**src/rtl/seg7_capture_if.sv**
```systemverilog
// Sample/result bundle for seg7_capture: multiplexed segment sample inputs and
// committed-digit outputs. Names match the block's external pin names.
interface seg7_capture_if #(
    parameter int unsigned NDIGIT = 4
);
    logic                  i_strobe;
    logic [6:0]            i_seg7;
    logic [NDIGIT-1:0]     i_an;
    logic                  i_err_clr;
    logic [4*NDIGIT-1:0]   o_bcd;
    logic [NDIGIT-1:0]     o_digit_ok;
    logic                  o_valid;
    logic                  o_err;

    modport master (
        output i_strobe, i_seg7, i_an, i_err_clr,
        input  o_bcd, o_digit_ok, o_valid, o_err
    );

    modport slave (
        input  i_strobe, i_seg7, i_an, i_err_clr,
        output o_bcd, o_digit_ok, o_valid, o_err
    );
endinterface

```
**src/rtl/seg7_capture.sv**
```systemverilog
// Captures a multiplexed active-low 7-segment display into per-digit BCD values
// with stability filtering and frame-complete pulses. Define SEG7_CAPTURE_HEX_EN to also decode A..F.
module seg7_capture #(
    parameter int unsigned NDIGIT     = 4,
    parameter int unsigned STABLE_CNT = 3
) (
    input  logic            i_clk,
    input  logic            i_rst_n,
    seg7_capture_if.slave   bus
);

    localparam int unsigned VW = 4;
    localparam int unsigned CW = 4;
    localparam int unsigned IW = (NDIGIT > 1) ? $clog2(NDIGIT) : 1;
    localparam logic [CW-1:0] SAT = CW'(STABLE_CNT);

    typedef enum logic [0:0] {
        COLLECT = 1'b0,
        REPORT  = 1'b1
    } state_t;

    state_t                       state, state_nxt;
    logic [NDIGIT-1:0][VW-1:0]    cand_q, cand_nxt;
    logic [NDIGIT-1:0][CW-1:0]    cnt_q, cnt_nxt;
    logic [NDIGIT-1:0][VW-1:0]    bcd_q, bcd_nxt;
    logic [NDIGIT-1:0]            ok_q, ok_nxt;
    logic [NDIGIT-1:0]            mask_q, mask_nxt;
    logic                         valid_q, valid_nxt;
    logic                         err_q, err_nxt;

    logic [NDIGIT-1:0]            sel;
    logic                         one_hot;
    logic [IW-1:0]                idx;
    logic                         sample_ok;
    logic [VW:0]                  dec;
    logic [CW-1:0]                cnt_new;
    logic                         err_set;

    // Returns {legal, value}; illegal patterns come back with legal=0.
    function automatic logic [VW:0] decode(input logic [6:0] s);
        logic [VW:0] r;
        r = '0;
        case (s)
            7'b1000000: r = {1'b1, 4'd0};
            7'b1111001: r = {1'b1, 4'd1};
            7'b0100100: r = {1'b1, 4'd2};
            7'b0110000: r = {1'b1, 4'd3};
            7'b0011001: r = {1'b1, 4'd4};
            7'b0010010: r = {1'b1, 4'd5};
            7'b0000010: r = {1'b1, 4'd6};
            7'b1111000: r = {1'b1, 4'd7};
            7'b0000000: r = {1'b1, 4'd8};
            7'b0010000: r = {1'b1, 4'd9};
`ifdef SEG7_CAPTURE_HEX_EN
            7'b0001000: r = {1'b1, 4'd10};
            7'b0000011: r = {1'b1, 4'd11};
            7'b1000110: r = {1'b1, 4'd12};
            7'b0100001: r = {1'b1, 4'd13};
            7'b0000110: r = {1'b1, 4'd14};
            7'b0001110: r = {1'b1, 4'd15};
`else
`endif
            default:    r = '0;
        endcase
        return r;
    endfunction

    // Digit select must have exactly one low bit for the sample to count.
    always_comb begin
        sel     = ~bus.i_an;
        one_hot = (sel != '0) && ((sel & (sel - NDIGIT'(1))) == '0);
        idx     = '0;
        for (int unsigned k = 0; k < NDIGIT; k++) begin
            if (sel[k]) begin
                idx = IW'(k);
            end
        end
        sample_ok = bus.i_strobe && one_hot;
        dec       = decode(bus.i_seg7);
    end

    // Per-digit stability filter, commit, error flag and frame FSM.
    always_comb begin
        state_nxt = state;
        cand_nxt  = cand_q;
        cnt_nxt   = cnt_q;
        bcd_nxt   = bcd_q;
        ok_nxt    = ok_q;
        mask_nxt  = mask_q;
        valid_nxt = 1'b0;
        err_set   = 1'b0;
        cnt_new   = '0;

        if (sample_ok) begin
            if (!dec[VW]) begin
                err_set      = 1'b1;
                cnt_nxt[idx] = '0;
            end else begin
                if (dec[VW-1:0] != cand_q[idx]) begin
                    cand_nxt[idx] = dec[VW-1:0];
                    cnt_new       = CW'(1);
                end else if (cnt_q[idx] < SAT) begin
                    cnt_new       = CW'(cnt_q[idx] + CW'(1));
                end else begin
                    cnt_new       = cnt_q[idx];
                end
                cnt_nxt[idx] = cnt_new;
                // Saturated samples re-commit the same value and keep feeding the frame mask.
                if (cnt_new == SAT) begin
                    bcd_nxt[idx]  = dec[VW-1:0];
                    ok_nxt[idx]   = 1'b1;
                    mask_nxt[idx] = 1'b1;
                end
            end
        end

        if (err_set) begin
            err_nxt = 1'b1;
        end else if (bus.i_err_clr) begin
            err_nxt = 1'b0;
        end else begin
            err_nxt = err_q;
        end

        case (state)
            COLLECT: begin
                if (&mask_nxt) begin
                    state_nxt = REPORT;
                    valid_nxt = 1'b1;
                    mask_nxt  = '0;
                end
            end
            REPORT: begin
                state_nxt = COLLECT;
            end
            default: begin
                state_nxt = COLLECT;
            end
        endcase
    end

    always_ff @(posedge i_clk or negedge i_rst_n) begin
        if (!i_rst_n) begin
            state   <= COLLECT;
            cand_q  <= '0;
            cnt_q   <= '0;
            bcd_q   <= '0;
            ok_q    <= '0;
            mask_q  <= '0;
            valid_q <= 1'b0;
            err_q   <= 1'b0;
        end else begin
            state   <= state_nxt;
            cand_q  <= cand_nxt;
            cnt_q   <= cnt_nxt;
            bcd_q   <= bcd_nxt;
            ok_q    <= ok_nxt;
            mask_q  <= mask_nxt;
            valid_q <= valid_nxt;
            err_q   <= err_nxt;
        end
    end

    assign bus.o_bcd      = bcd_q;
    assign bus.o_digit_ok = ok_q;
    assign bus.o_valid    = valid_q;
    assign bus.o_err      = err_q;

endmodule

```
**src/flat_wrapper.sv**
```systemverilog
// flat-port wrapper written by rule: the top's interface ports become plain ports
module seg7_capture_flat 
#(
    parameter int unsigned NDIGIT     = 4,
    parameter int unsigned STABLE_CNT = 3
)
  (i_clk, i_rst_n, bus_i_strobe, bus_i_seg7, bus_i_an, bus_i_err_clr, bus_o_bcd, bus_o_digit_ok, bus_o_valid, bus_o_err);
  seg7_capture_if #(.NDIGIT(NDIGIT)) bus_i ();
  input  logic i_clk;
  input  logic i_rst_n;
  input wire logic [$bits(bus_i.i_strobe)-1:0] bus_i_strobe;
  input wire logic [$bits(bus_i.i_seg7)-1:0] bus_i_seg7;
  input wire logic [$bits(bus_i.i_an)-1:0] bus_i_an;
  input wire logic [$bits(bus_i.i_err_clr)-1:0] bus_i_err_clr;
  output wire logic [$bits(bus_i.o_bcd)-1:0] bus_o_bcd;
  output wire logic [$bits(bus_i.o_digit_ok)-1:0] bus_o_digit_ok;
  output wire logic [$bits(bus_i.o_valid)-1:0] bus_o_valid;
  output wire logic [$bits(bus_i.o_err)-1:0] bus_o_err;
  assign bus_i.i_strobe = bus_i_strobe;
  assign bus_i.i_seg7 = bus_i_seg7;
  assign bus_i.i_an = bus_i_an;
  assign bus_i.i_err_clr = bus_i_err_clr;
  assign bus_o_bcd = bus_i.o_bcd;
  assign bus_o_digit_ok = bus_i.o_digit_ok;
  assign bus_o_valid = bus_i.o_valid;
  assign bus_o_err = bus_i.o_err;
  seg7_capture #(.NDIGIT(NDIGIT), .STABLE_CNT(STABLE_CNT)) u_core (.i_clk(i_clk), .i_rst_n(i_rst_n), .bus(bus_i));
endmodule
```
**config.mk**
```make
export PLATFORM = sky130hd
export DESIGN_NAME = seg7_capture_flat
export DESIGN_NICKNAME = d
export VERILOG_FILES = /design/src/rtl/seg7_capture_if.sv /design/src/rtl/seg7_capture.sv /design/src/flat_wrapper.sv
export SDC_FILE = /design/constraint.sdc
export NUM_CORES = 1
export LEC_CHECK = 0
export CORE_ASPECT_RATIO = 2
export CORE_MARGIN = 2
export CORE_UTILIZATION = 50
export DETAILED_ROUTE_END_ITERATION = 10
export PLACE_DENSITY = 0.74
export SYNTH_ARGS = -nofsm -noshare
export SYNTH_HDL_FRONTEND = slang
export SYNTH_SLANG_ARGS = --single-unit
```
**constraint.sdc**
```tcl
create_clock -name i_clk -period 2.3 [get_ports i_clk]
set_clock_uncertainty 0.05 [all_clocks]
set_input_delay 0.345 -clock i_clk [delete_from_list [all_inputs] [get_ports i_clk]]
set_output_delay 0.345 -clock i_clk [all_outputs]
set_load 0.02 [all_outputs]
```
==> results.json <==
{
  "status": "complete, but fails checks",
  "violations": "negative setup slack",
  "rows": 39,
  "syn_inst": 253,
  "worstPathMaxFanout": 4,
  "wirelength_um": 8790,
  "cap_violations": 0,
  "setup_viol": 53,
  "layout_min_cycle_time_ps": 2730,
  "vias": 2550,
  "start_util": 0.520,
  "drc": 0,
  "grt_pass1_wl_um": 13600,
  "synth_fp_nets": 269,
  "powerDensity_nw_per_um2": 557,
  "yosysMostFrequentCell": "dfrtp_1",
  "critPathRequiredTime_ps": 2460,
  "routedWlPerCell_um": 20.3,
  "hold_path.class": "reg2reg",
  "cellLeakagePower_uw": 0.00220,
  "route.met3.wl_um": 255,
  "gp_congestion": 0.839,
  "portBuffers": 36,
  "hp-start": "u_core.bus.o_digit_ok[1]",
  "ios": 37,
  "clkTransAtPathRegs_ps": 50,
  "worst_ep_arrival_time_ps": 2890,
  "power_frac_seq": 0.405,
  "drive_above_1_share": 0.531,
  "nets": 383,
  "yosys_warnings": 0,
  "r2r_setup_slack_ps": -270,
  "reg2regPathDepth": 10,
  "ys_ff_latch": 58,
  "cts_buffers": 9,
  "yosysTopAreaCellShare": 0.489,
  "clkLatencyLatePin_ps": 330,
  "route.met2.wl_um": 4910,
  "synth_common_cells": "dfrtp_1 (58), mux2_2 (38), nor2_1 (18)",
  "crit_path_start_kind": "primary input",
  "min_period_over_period": 1.19,
  "totalNegativeSetupSlack_ps": -15930,
  "cts_buffer_depth": 2,
  "synth_area_per_cell_sq_um": 11.7,
  "netSwitchingPower_uw": 613,
  "die_h_um": 113,
  "antenna_left": 0,
  "syn_area_sq_um": 2970,
  "synthToLayoutAreaGrowth_pct": 55.9,
  "dpl.hpwl_um": 5400,
  "routed_via_density": 5.90,
  "design_area_sq_um": 4630,
  "yosys-top-cells-area": "dfrtp_1 (49%), mux2_2 (14%), nor2_1 (2.3%), mux2i_1 (2.0%), mux2_4 (2.0%)",
  "r2r_start": "u_core.cand_q[3]",
  "first_pass_iters": 4,
  "antenna_found_initial": 0,
  "relSlewSlack": 0.386,
  "power_frac_comb": 0.125,
  "dieWidth_um": 58.5,
  "swShare": 0.238,
  "highest-signal-layer": "met4",
  "crit_type": "in2reg",
  "cts_tree": "built",
  "ys_async_sr_fraction": 1.00,
  "synthFlopType": "dfrtp_1",
  "fin_util": 0.811,
  "clock_power_share": 0.470,
  "grt_max_degree": 59,
  "hold_end": "u_core.bus.o_digit_ok[1]",
  "worst_slack_ps": -432,
  "antenna_cells": 0,
  "root_buffer": "clkbuf_16",
  "drv_slew": 0,
  "place_area_sq_um": 3890,
  "synthDistinctLibCells": 50,
  "worst_slew_pin_slew_ps": 914,
  "core_area_sq_um": 5710,
  "r2r_end": "u_core.mask_q[1]",
  "hold_viol_final": 0,
  "die_area_sq_um": 6610,
  "drtIter0Drc": 92,
  "htree_num_levels": 3,
  "gr-total-overflow": 0,
  "yosysSeqAreaShare": 0.489,
  "rsz0062_at_grt": "true",
  "grt_pass1_vias": 2747,
  "crit_path_end_kind": "flop",
  "wl_met1_um": 3220,
  "ir_drop_mv": 0.642,
  "whs_path_depth": 1,
  "grt.total_usage": 0.280,
  "synth_edf_count": 0,
  "hold_ws_ps": 419,
  "internal-power_uw": 1960,
  "clock-sinks": 58,
  "max_freq_mhz": 366,
  "netlist.top_cell.by_area": "dfrtp_1"
}
## power by group through the flow
stage	Sequential, uW	Clock [uW]	Combinational, uW
after floorplan	1060	0	118
after global placement	1060	0	260
after detailed placement	1060	0	265
after CTS	1040	1220	296
after global routing	1040	1270	345
final	1040	1210	322
## what timing repair did
item                       CTS  global route
hold endpoints to repair    58             0
cloned                       1             0
gates resized for setup     70            35
setup endpoints to repair   57            57
hold buffers                 1             0
pin swaps                   23            15
setup buffers               11             7
## worst max-delay path, stage by stage
cell and delay, ps:
buf_6 90, or3_4 390, or4_4 520, and3_4 180, a2111oi_4 390, nand3_4 180
nor3_4 290, buf_4 170, o22ai_2 70, o31a_1 250
## cells in the final DEF, fill, tap and decap left out, types with 4 or more instances in the layout
cell type / Yosys / final
buf_4: 0 / 57
clkdlybuf4s50_1: 0 / 25
mux2_4: 4 / 19
nand2b_1: 9 / 7
nand2_1: 11 / 11
dfrtp_1: 58 / 58
nand3_1: 9 / 8
nor2_1: 18 / 12
a21oi_2: 0 / 6
nor2_4: 0 / 5
o22ai_1: 6 / 4
clkbuf_16: 0 / 9
buf_6: 0 / 15
o21ai_0: 5 / 5
mux2i_1: 6 / 5
mux2_2: 38 / 23
## metal layers
| layer | vias to the layer above | track usage |
|---|---|---|
| met1 | 1290 | 0.305 |
| met5 | - | 0 |
| met2 | 70 | 0.478 |
| met4 | 0 | 0.184 |
| li1 | 1160 | - |
| met3 | 30 | 0.0503 |
## state kept, by name, indices dropped and copies added, names as in the netlist
signal	cells
u_core.bus.o_digit_ok	4
u_core.cnt_q	16
u_core.cand_q	16
u_core.state	1
u_core.mask_q	4
u_core.bus.o_err	1
u_core.bus.o_bcd	16
## worst max path at each step
stage / from / endpoint / cells past startpoint
final: bus_i_seg7[0] / u_core.mask_q[1] / 10
after floorplan: bus_i_seg7[2] / u_core.cand_q[9] / 8
after detailed placement: bus_i_seg7[3] / u_core.cand_q[11] / 9
after CTS: bus_i_seg7[0] / u_core.mask_q[1] / 10
after global routing: bus_i_seg7[0] / u_core.mask_q[1] / 10
after global placement: bus_i_seg7[3] / u_core.cand_q[8] / 9
## metrics by stage
stage | cells | setup slack (ps) | total power (uW)
floorplan | 253 | -527 | 1180
global route | 432 | -540 | 2660
finish | 432 | -432 | 2580
detailed placement | 398 | -993 | 1320
global placement | 398 | -945 | 1320
CTS | 426 | -419 | 2560
## area by class of cell
cell class | count | area [sq um]
tap | 61 | 76.3
fill | 312 | 1080
inverter | 3 | 11.3
timing repair buffer | 111 | 1010
multi-input combinational | 184 | 1810
clock buffer | 12 | 256
clock inverter | 3 | 15.0
sequential | 58 | 1450
## kinds of logic (layout without fill, tap and decap cells)
logic type / count (synthesis) / in the layout / share of synthesized area
AOI/OAI and AO/OA: 45 / 45 / 0.111
and+or+nand+nor: 84 / 84 / 0.179
DFF: 58 / 58 / 0.489
muxes: 48 / 48 / 0.185
adders and majority gates: 1 / 1 / 0.00421
xor gates and xnor gates: 6 / 6 / 0.0177
buffers and inverters: 11 / 129 / 0.0143
Power figures use the tool's default switching activity.
